## config.mk

```make
export PLATFORM = sky130hd
export DESIGN_NAME = instr_fetch_unit
export DESIGN_NICKNAME = d
export VERILOG_FILES = /design/src/rtl/instr_fetch_unit.sv
export SDC_FILE = /design/constraint.sdc
export NUM_CORES = 1
export LEC_CHECK = 0
export ABC_AREA = 1
export BUFFER_PORTS_ARGS = -buffer_cell sky130_fd_sc_hd__buf_2
export CAP_MARGIN = 20
export CORE_MARGIN = 2
export CORE_UTILIZATION = 59
export CTS_CLUSTER_DIAMETER = 200
export CTS_CLUSTER_SIZE = 28
export DETAILED_ROUTE_END_ITERATION = 12
export PLACE_DENSITY = 0.9
export SYNTH_ARGS = -nofsm -noshare
export SYNTH_HDL_FRONTEND = slang
export SYNTH_SLANG_ARGS = --single-unit
```

## constraint.sdc

```tcl
create_clock -name clk -period 9.2 [get_ports clk]
set_input_delay 1.84 -clock clk [delete_from_list [all_inputs] [get_ports clk]]
set_output_delay 1.84 -clock clk [all_outputs]
set_load 0.01 [all_outputs]
```

## src/rtl/instr_fetch_unit.sv

```systemverilog
// Fetch stage: owns the PC and issues single-outstanding word reads to
// instruction memory. It buffers the returned words in a small FIFO and
// presents the head entry to decode. A redirect flushes in-flight and
// buffered instructions.
module instr_fetch_unit #(
  parameter int unsigned       ADDR_W     = 32,
  parameter logic [ADDR_W-1:0] RESET_PC   = '0,
  parameter int unsigned       FIFO_DEPTH = 2
) (
  input  logic              clk,
  input  logic              rst,
  output logic              imem_req_valid,
  input  logic              imem_req_ready,
  output logic [ADDR_W-1:0] imem_req_addr,
  input  logic              imem_resp_valid,
  input  logic [31:0]       imem_resp_data,
  input  logic              redirect_valid,
  input  logic [ADDR_W-1:0] redirect_pc,
  output logic              id_valid,
  input  logic              id_ready,
  output logic [5:0]        id_opcode,
  output logic [5:0]        id_fn_code,
  output logic [4:0]        id_rs,
  output logic [4:0]        id_rt,
  output logic [4:0]        id_rd,
  output logic [ADDR_W-1:0] id_pc
);

  localparam int unsigned PTR_W = (FIFO_DEPTH > 1) ? $clog2(FIFO_DEPTH) : 1;
  localparam int unsigned CNT_W = $clog2(FIFO_DEPTH + 1);
  localparam int unsigned FLD_W = 27;

  typedef enum logic [1:0] {S_REQ, S_WAIT, S_DRAIN} state_t;

  state_t            state_q, state_d;
  logic [ADDR_W-1:0] pc_q, pc_d;
  logic [ADDR_W-1:0] pc_inflight_q, pc_inflight_d;
  logic [CNT_W-1:0]  count_q, count_d;
  logic [PTR_W-1:0]  wr_ptr_q, wr_ptr_d;
  logic [PTR_W-1:0]  rd_ptr_q, rd_ptr_d;

  logic [FLD_W-1:0]  fld_mem_q [FIFO_DEPTH];
  logic [ADDR_W-1:0] pc_mem_q  [FIFO_DEPTH];

  logic              req_fire;
  logic              push;
  logic              pop;
  logic [FLD_W-1:0]  resp_fields;
  logic [FLD_W-1:0]  head_fields;
  logic              unused_shamt;

  // Only the decode-visible fields are buffered; the shift-amount field is dropped.
  assign resp_fields  = {imem_resp_data[31:11], imem_resp_data[5:0]};
  assign unused_shamt = ^imem_resp_data[10:6];

  // Request/handshake qualification; a redirect cancels any request this cycle.
  always_comb begin
    imem_req_valid = !rst && !redirect_valid && (state_q == S_REQ) &&
                     (count_q < CNT_W'(FIFO_DEPTH));
    imem_req_addr  = pc_q;
    req_fire       = imem_req_valid && imem_req_ready;
    push           = !redirect_valid && (state_q == S_WAIT) && imem_resp_valid;
    id_valid       = (count_q != '0);
    pop            = !redirect_valid && id_valid && id_ready;
  end

  // Decode outputs straight from the FIFO head, zeroed when empty.
  always_comb begin
    head_fields = id_valid ? fld_mem_q[rd_ptr_q] : '0;
    id_pc       = id_valid ? pc_mem_q[rd_ptr_q]  : '0;
    id_opcode   = head_fields[26:21];
    id_rs       = head_fields[20:16];
    id_rt       = head_fields[15:11];
    id_rd       = head_fields[10:6];
    id_fn_code  = head_fields[5:0];
  end

  // Next-state: fetch FSM, PC advance, FIFO pointers and occupancy.
  always_comb begin
    state_d       = state_q;
    pc_d          = pc_q;
    pc_inflight_d = pc_inflight_q;
    count_d       = count_q;
    wr_ptr_d      = wr_ptr_q;
    rd_ptr_d      = rd_ptr_q;

    case (state_q)
      S_REQ: begin
        if (req_fire) begin
          pc_inflight_d = pc_q;
          pc_d          = pc_q + ADDR_W'(4);
          state_d       = S_WAIT;
        end
      end
      S_WAIT:  if (imem_resp_valid) state_d = S_REQ;
      S_DRAIN: if (imem_resp_valid) state_d = S_REQ;
      default: state_d = S_REQ;
    endcase

    if (push) wr_ptr_d = wr_ptr_q + PTR_W'(1);
    if (pop)  rd_ptr_d = rd_ptr_q + PTR_W'(1);
    if (push && !pop)      count_d = count_q + CNT_W'(1);
    else if (pop && !push) count_d = count_q - CNT_W'(1);

    // Redirect wins: flush, reload PC, and owe a drain if a response is still pending.
    if (redirect_valid) begin
      pc_d     = redirect_pc;
      count_d  = '0;
      wr_ptr_d = '0;
      rd_ptr_d = '0;
      if ((state_q == S_WAIT || state_q == S_DRAIN) && !imem_resp_valid) state_d = S_DRAIN;
      else                                                              state_d = S_REQ;
    end
  end

  // Control registers; reset drains any response owed to a pre-reset request.
  always_ff @(posedge clk) begin
    if (rst) begin
      pc_q          <= RESET_PC;
      pc_inflight_q <= '0;
      count_q       <= '0;
      wr_ptr_q      <= '0;
      rd_ptr_q      <= '0;
      if ((state_q == S_WAIT || state_q == S_DRAIN) && !imem_resp_valid) state_q <= S_DRAIN;
      else                                                              state_q <= S_REQ;
    end else begin
      state_q       <= state_d;
      pc_q          <= pc_d;
      pc_inflight_q <= pc_inflight_d;
      count_q       <= count_d;
      wr_ptr_q      <= wr_ptr_d;
      rd_ptr_q      <= rd_ptr_d;
    end
  end

  // FIFO storage; contents are only observed while occupancy is non-zero.
  always_ff @(posedge clk) begin
    if (push && !rst) begin
      fld_mem_q[wr_ptr_q] <= resp_fields;
      pc_mem_q[wr_ptr_q]  <= pc_inflight_q;
    end
  end

endmodule

```

# ---- After elaboration in Yosys (flattened, before gate mapping)
# Memory sizes are Yosys's and may differ from the RTL's. A register that Yosys moved wholly into a read port is not among the register bits.
# Index checks and enable logic that the tools add are counted.
# Widths: inputs -> output; s select.
dict set report totals {
  reg_bits 70
  ramBits 118
  output_inout_bits 93
  mem_count 2
}
dict set report op_classes {
  n_addsub 5
  n_lt_le_gt_ge 1
  n_eq_ne 4
  mux 19
  n_reduce_logical 28
}
# name words word_bits rd rd_clocked_by_memory_dff wr line
set memory_table {}
lappend memory_table {pc_mem_q 2 32 1 1 1 43} ;# logic [ADDR_W-1:0] pc_mem_q [FIFO_DEPTH];
lappend memory_table {fld_mem_q 2 27 1 1 1 42} ;# logic [FLD_W-1:0] fld_mem_q [FIFO_DEPTH];
# operator n
set ops {}
lappend ops {{$mux 32} 4}
lappend ops {{$add 32x3->32 const B} 1}
lappend ops {{$mux 27} 1}
lappend ops {{$mux 2} 7}
lappend ops {{$logic_and 1x1->1} 12}
lappend ops {{$reduce_bool 2->1} 4}
lappend ops {{$mux 1} 6}
lappend ops {{$reduce_and 2->1} 3}
lappend ops {{$logic_not 1->1} 5}
lappend ops {{$ne 4x1->1 const B} 1}
lappend ops {{$ne 4x4->1 const B} 1}
lappend ops {{$pmux 2 s2} 1}
lappend ops {{$reduce_or 2->1} 2}
lappend ops {{$add 1x1->1 const B} 2}
lappend ops {{$add 2x1->2 const B} 1}
lappend ops {{$eq 2x1->1 const B} 1}
lappend ops {{$eq 2x2->1 const B} 1}
lappend ops {{$logic_not 2->1} 1}
lappend ops {{$lt 2x2->1 const B} 1}
lappend ops {{$sub 2x1->2 const B} 1}
lappend ops {{$logic_or 1x1->1} 1}

# ---- Depth between registers and ports, before layout
# Gate-level depths: netlist (run 1).
dict set report depth {
  ltp_word 9
  mapped_depth 10
}

# ---- Worst setup path before layout (run 1)
# Ideal clock, no wire load.
dict set report synth_timing {
  path_type {input -> register}
  start {in rst}
  end {mem fld_mem_q[0][0] (enable)}
  setup_ns 0.549
  arrival_ns 6.236
  slack_ns 2.416
  stages 4
  n_path_buf 1
  cell_sequence {buf_4 -> nor2_8 -> inv_1 -> nor3_1}
}
dict set report synth_between {
  elab_chain_cells 4
}
# element line
set synth_rtl {}
lappend synth_rtl {{from (decl)} 11} ;# input logic rst,
lappend synth_rtl {{$logic_not 1->1} 138} ;# if (push && !rst) begin
lappend synth_rtl {{$logic_and 1x1->1} 138}
lappend synth_rtl {{$mux 1} 138}
lappend synth_rtl {{$mux 1 (implied by the code)} 139} ;# fld_mem_q[wr_ptr_q] <= resp_fields;
lappend synth_rtl {{to (decl)} 42}
# No other way between the ends.

# ---- Final worst setup path (run 1)
dict set report layout_timing {
  start {in rst}
  end {out imem_req_valid}
}
dict set report layout_between {
  elab_chain_cells 4
}
# element line
set layout_rtl {}
lappend layout_rtl {{$logic_not 1->1} 58} ;# imem_req_valid = !rst && !redirect_valid && (state_q == S_REQ) &&
lappend layout_rtl {{$logic_and 1x1->1 (3 in a row)} 58}
lappend layout_rtl {{to (decl)} 12} ;# output logic imem_req_valid,
# No other way between the ends.

==> results of run 1 <==
final cells by class:
class	count	area [um^2]	share of cell area, %
repair buffers	162	836	8.86
flip-flops and latches	189	4990	52.8
clock buffers	23	510	5.41
inverters	72	270	2.86
well taps	176	220	2.33
clock inverters	9	96.3	1.02
multi-input cells	553	2520	26.7
cell families after synthesis:
group,after synthesis,share of synthesized area [%]
adders and majority gates,4,0.630
buffers and inverters,112,5.76
xor gates and xnor gates,6,0.662
DFF,189,62.8
and+or+nand+nor,360,18.6
AOI/OAI and AO/OA,183,11.6
cell usage in the layout, fill, tap and decap left out, types with 3 or more instances in the layout:
cell type	count
nand2_1	255
clkinv_4	4
buf_4	4
dfxtp_1	68
nand3_1	37
ha_1	4
clkbuf_16	19
nand2_2	3
buf_2	157
a31oi_1	4
xnor2_1	5
nor2_2	6
edfxtp_1	120
inv_1	70
o21ai_0	56
nor2_1	48
a21oi_1	120
per-layer routing:
| metal | GRT usage (%) | vias to the layer above | routed length (um) |
|---|---|---|---|
| li1 | - | 3130 | - |
| met1 | 33.7 | 2909 | 7510 |
| met2 | 42.6 | 333 | 9100 |
| met3 | 5.09 | 39 | 1700 |
| met4 | 10.5 | 0 | 356 |
| met5 | 0 | - | 0 |
power groups by stage:
stage | sequential [uW] | clock (uW) | combinational, uW
after floorplan | 969 | 0 | 84.6
after global placement | 969 | 0 | 135
after detailed placement | 971 | 0 | 141
after CTS | 953 | 737 | 144
after global routing | 956 | 774 | 161
final | 954 | 731 | 146
registers in the layout, indices dropped and copies added, names as in the netlist, named ones only:
name and flops:
count_q 2, fld_mem_q 54, imem_req_addr 32, pc_inflight_q 32, pc_mem_q 64, rd_ptr_q 1
state_q 2, wr_ptr_q 1
worst max-delay path: stages:
cell	delay [ns]
buf_2	0.62
nor2_8	0.08
nand3_1	0.10
inv_1	0.04
buf_2	0.13
stage by stage:
stage / instances / area (um^2)
floorplan: 854 / 7940
global placement: 1151 / 8810
detailed placement: 1151 / 8810
CTS: 1183 / 9420
global route: 1184 / 9440
finish: 1184 / 9440
worst max path at each step:
stage	cells past startpoint	end	slack, ns
after floorplan	4	fld_mem_q[0][0]$_DFFE_PP_	2.42
after global placement	5	imem_req_valid	4.56
after detailed placement	5	imem_req_valid	4.56
after CTS	5	imem_req_valid	4.56
after global routing	5	imem_req_valid	4.46
final	5	imem_req_valid	4.54
==> metrics, run 1 <==
Die H 120 um; die area 14,400 um^2; Mapped Avg Cell Area 9.30 um^2; Worst-path clk slew 0.06 ns; fillers 944; max-cap viol count 0; clock power share 39.9%; Total Routing Usage GR 25.8%; reg-to-reg critical path endpoint imem_req_addr[6]$_SDFFE_PP0P_; Net Count, Synth 928; TNS Setup 0 ns; initial antenna violation count 0; Initial Util 60.2%; crit path launch type input pin; sequential-to-total area share from yosys stat 62.8%; Clock Skews 0.0129 ns; post-synth top area cell edfxtp_1; Internal 1400 uW; number of core rows 42; commonest cells in the synthesized netlist nand2_1 (255), a21oi_1 (120), edfxtp_1 (120); CTS root buffer clkbuf_16; WS Path Type input pin to primary output; Main synth FF type edfxtp_1; Critical Path Source rst; Worst Path Arrival 2.82 ns; Hold WS 0.455 ns; startpoint of the worst hold path pc_inflight_q[25]$_SDFFE_PP0P_; Setup WS pre-CTS 4.56 ns; share of cells above drive strength 1 20.9%; cts bufs inserted 17; total design power 1830 uW; synthesized instance count 854; Clock Latency Late Sink 0.43 ns; Post-CTS Repair Setup Buffers 0; post-synth top area share 45.4%; GPL Wtd Cong 0.875; Seq pwr share 52.1%; I/O Buffers 157; post-cts sizing count 0; fin crit share 50.7%; worst reg2reg path depth 9; relative slew slack 32.3%; core area 13,200 um^2; ys async rst share 0%; post-layout util 71.6%; setup violators final 0; Switch Pwr 426 uW; min Tclk post-route 4.66 ns; drt wl/cell 15.8 um; Final ANT Viol Nets 0; ANT cells 0; hold crit path type flop to flop; Via density 5.41; Post-synth EDFFs 120; Worst Hold Path EP pc_mem_q[1][25]$_DFFE_PP_; htree depth 4; RSZ-0062 raised after global routing no; DR iter-0 viols 692; deepest clock path buffer count 2; Combinational Power Share 8.0%; Slew @ Worst Pin 1.01 ns; total gr overflow 0; critical path required time 7.36 ns; Total Wirelength 18,700 um; reg2reg start state_q[0]$_SDFFCE_PP0P_; DRC violations left 0; vias in the first global route 5,855; Die Wd 120 um; Leakage Power 0.00385 uW; vias 6,411; largest net degree at the start of global routing 74; area of the mapped netlist 7940 um^2; first-pass GRT wire length 28,800 um; number of detailed-route iterations in the first pass 6; register bit total from synthesis 189; Fmax 215 MHz; most numerous cell in the Yosys netlist nand2_1; Layout area overhead 18.8%; count of final max-slew check failures 0; final hold vios 0; worst vdd ir 0.000136 V; largest cells by area after synthesis edfxtp_1 (45%), dfxtp_1 (17%), nand2_1 (12%); warnings from Yosys 0; pwr/cell area 194 nW/um^2; Crit. End Element primary output; Crit Path Max Fanout 37; Hold Crit Depth 0; Worst R2R Setup Slack 7.03 ns; library cells used by synthesis 30; status completed; Net count, final 1,069; clock sinks 189; io pins 163; sw frac 23.3%; hold_buf cts 0; Final HPWL DP 11,600 um; TritonCTS clock tree yes; Worst Setup Slack, final 4.54 ns
Note: power is estimated with default switching activity, not from simulation.
==> inputs of run 2 (changes only) <==
--- a/config.mk
+++ b/config.mk
@@ -5,15 +5,15 @@
 export SDC_FILE = /design/constraint.sdc
 export NUM_CORES = 1
 export LEC_CHECK = 0
-export ABC_AREA = 1
+export ABC_AREA = 0
 export BUFFER_PORTS_ARGS = -buffer_cell sky130_fd_sc_hd__buf_2
 export CAP_MARGIN = 20
 export CORE_MARGIN = 2
-export CORE_UTILIZATION = 59
+export CORE_UTILIZATION = 49
 export CTS_CLUSTER_DIAMETER = 200
 export CTS_CLUSTER_SIZE = 28
 export DETAILED_ROUTE_END_ITERATION = 12
-export PLACE_DENSITY = 0.9
+export PLACE_DENSITY = 0.81
 export SYNTH_ARGS = -nofsm -noshare
 export SYNTH_HDL_FRONTEND = slang
 export SYNTH_SLANG_ARGS = --single-unit
==> constraint.sdc (replaced) <==
create_clock -name clk -period 3.9 [get_ports clk]
set_input_delay 0.78 -clock clk [delete_from_list [all_inputs] [get_ports clk]]
set_output_delay 0.78 -clock clk [all_outputs]
set_load 0.01 [all_outputs]
==> run 2 against run 1 <==
Compared with the run above: clock power is 130% higher; via count is 12% lower; core utilization shrank 12 points; synthesized area down 1.8%; sequential power increased by 140%; critical endpoint is now id_pc[15]; largest cell class unchanged; register-to-register slack lost 5.5 ns; power increased by 130%; hold slack worse by 0.0096 ns; clock skew fell by 0.0029 ns; sequential share of layout area is 0.52 points higher.
==> metrics, run 2 <==
deepest clock path buffer count 2; Final HPWL DP 11,000 um; Net count, final 887; max reg flops 64; max-cap viol count 0; first-pass GRT wire length 26,000 um; total gr overflow 0; Die H 130 um; synthesized instance count 668; post-layout util 59.5%; Final Cell Area 9350 um^2; pwr/cell area 460 nW/um^2; drt wl/cell 16.2 um; post-cts sizing count 0; crit path launch type flop; worst vdd ir 0.000277 V; fillers 1,319; DRC violations left 0; vias in the first global route 5,049; io pins 163; Main synth FF type edfxtp_1; largest net degree at the start of global routing 60; Hold WS 0.446 ns; Total Routing Usage GR 20.0%; Die Wd 130 um; TritonCTS clock tree yes; Total Wirelength 16,900 um; min Tclk post-route 2.87 ns; register area 4990 um^2; warnings from Yosys 0; number of detailed-route iterations in the first pass 6; Final ANT Viol Nets 0; area of the mapped netlist 7800 um^2; die area 16,900 um^2; most numerous cell in the Yosys netlist edfxtp_1; post-synth top area cell edfxtp_1; clock sinks 189; Leakage Power 0.00335 uW; Slew @ Worst Pin 1.06 ns; sequential-to-total area share from yosys stat 63.9%; ys async rst share 0%; setup violators final 0; hold crit path type flop to flop; TNS Setup 0 ns; htree depth 4; commonest non-fill, non-tap cell in the layout buf_2; Post-CTS Repair Setup Buffers 0; CTS root buffer clkbuf_16; relative slew slack 29.2%; dpl cell area 8770 um^2; ANT cells 0; core area 15,700 um^2; number of core rows 46; Setup WS pre-CTS 1.13 ns; largest registers pc_mem_q (64), fld_mem_q (54); GPL Wtd Cong 0.869; vias 5,639; critical path required time 3.12 ns; hold_buf cts 0; Post-synth EDFFs 120; Clock Latency Late Sink 0.42 ns; most frequent cells in the layout buf_2 (157), edfxtp_1 (120), nand2_1 (94), nor2_1 (89), dfxtp_1 (68); commonest cells in the synthesized netlist edfxtp_1 (120), nand2_1 (94), nor2_1 (91); initial antenna violation count 0; largest cells by area after synthesis edfxtp_1 (46%), dfxtp_1 (18%), mux2i_1 (7.8%); share of cells above drive strength 1 25.3%; count of final max-slew check failures 0; I/O Buffers 157; area of the multi-input gates 2590 um^2; Via density 5.41; fin crit share 73.6%; Crit Path Max Fanout 59; cts bufs inserted 17; Mapped Avg Cell Area 11.7 um^2; register bit total from synthesis 189; DR iter-0 viols 355; library cells used by synthesis 51; Worst Setup Slack, final 1.03 ns; Worst-path clk slew 0.07 ns; Initial Util 49.6%; Clock Skews 0.00997 ns; final hold vios 0; Fmax 348 MHz; Worst Path Arrival 2.09 ns; Net Count, Synth 742; Reg with most FFs pc_mem_q; post-synth top area share 46.2%; status completed; Layout area overhead 19.9%; WS Path Type flop to primary output; RSZ-0062 raised after global routing no; Crit. End Element primary output
run 2: cell types whose count changed after synthesis, moves of 9 or more:
cell	previous run	this run
a311oi_1	0	11
a21oi_1	120	36
nand3_1	37	18
mux2i_1	0	61
inv_1	70	12
or4_1	0	9
o21ai_0	56	8
nand2_1	255	94
nand4_1	1	12
nor2_1	49	91
run 2: kinds of logic after synthesis:
logic type | synth area share [%]
muxes | 7.83
AOI/OAI and AO/OA | 7.11
buffers and inverters | 3.29
xor gates and xnor gates | 1.35
DFF | 63.9
adders and majority gates | 0.642
and+or+nand+nor | 15.9
run 2: routing by layer:
layer  GRT usage (%)  part of all wire, %
met3            5.17                  8.4
met2            32.5                   48
met1            26.3                   42
met4            6.89                  1.4
met5               0                    0
run 2: worst paths after layout:
kind	from	endpoint	slack (ns)	depth (start not counted)
max	flop	id_pc[15]	1.03	3
min	pc_inflight_q[31]$_SDFFE_PP0P_	pc_mem_q[0][31]$_DFFE_PP_	0.45	0
max reg2reg	state_q[0]$_SDFFCE_PP0P_	imem_req_addr[24]$_SDFFE_PP0P_	1.52	6
min reg2reg	pc_inflight_q[31]$_SDFFE_PP0P_	pc_mem_q[0][31]$_DFFE_PP_	0.45	0
run 2: layout make-up:
type	count	area share (%)
sequential	189	53.4
multi-input combinational	427	27.7
inverter	12	0.482
clock inverter	7	0.522
timing repair buffer	166	9.39
clock buffer	25	5.65
tap	216	2.89
run 2: worst max-delay path: stages, from the launching register on:
cell and delay [ns]:
dfxtp_4 1.00, mux2i_1 0.34, nor2_1 0.07, buf_2 0.16
run 2: where the power goes:
group          internal (uW)  switching [uW]
clock network            946             704
logic                    154             242
registers               2190            66.4
run 2: per-stage QoR:
stage | power, uW | instances
final | 4300 | 1042
after global routing | 4470 | 1042
after CTS | 4330 | 1042
after detailed placement | 2690 | 1010
after global placement | 2680 | 1010
after floorplan | 2530 | 668
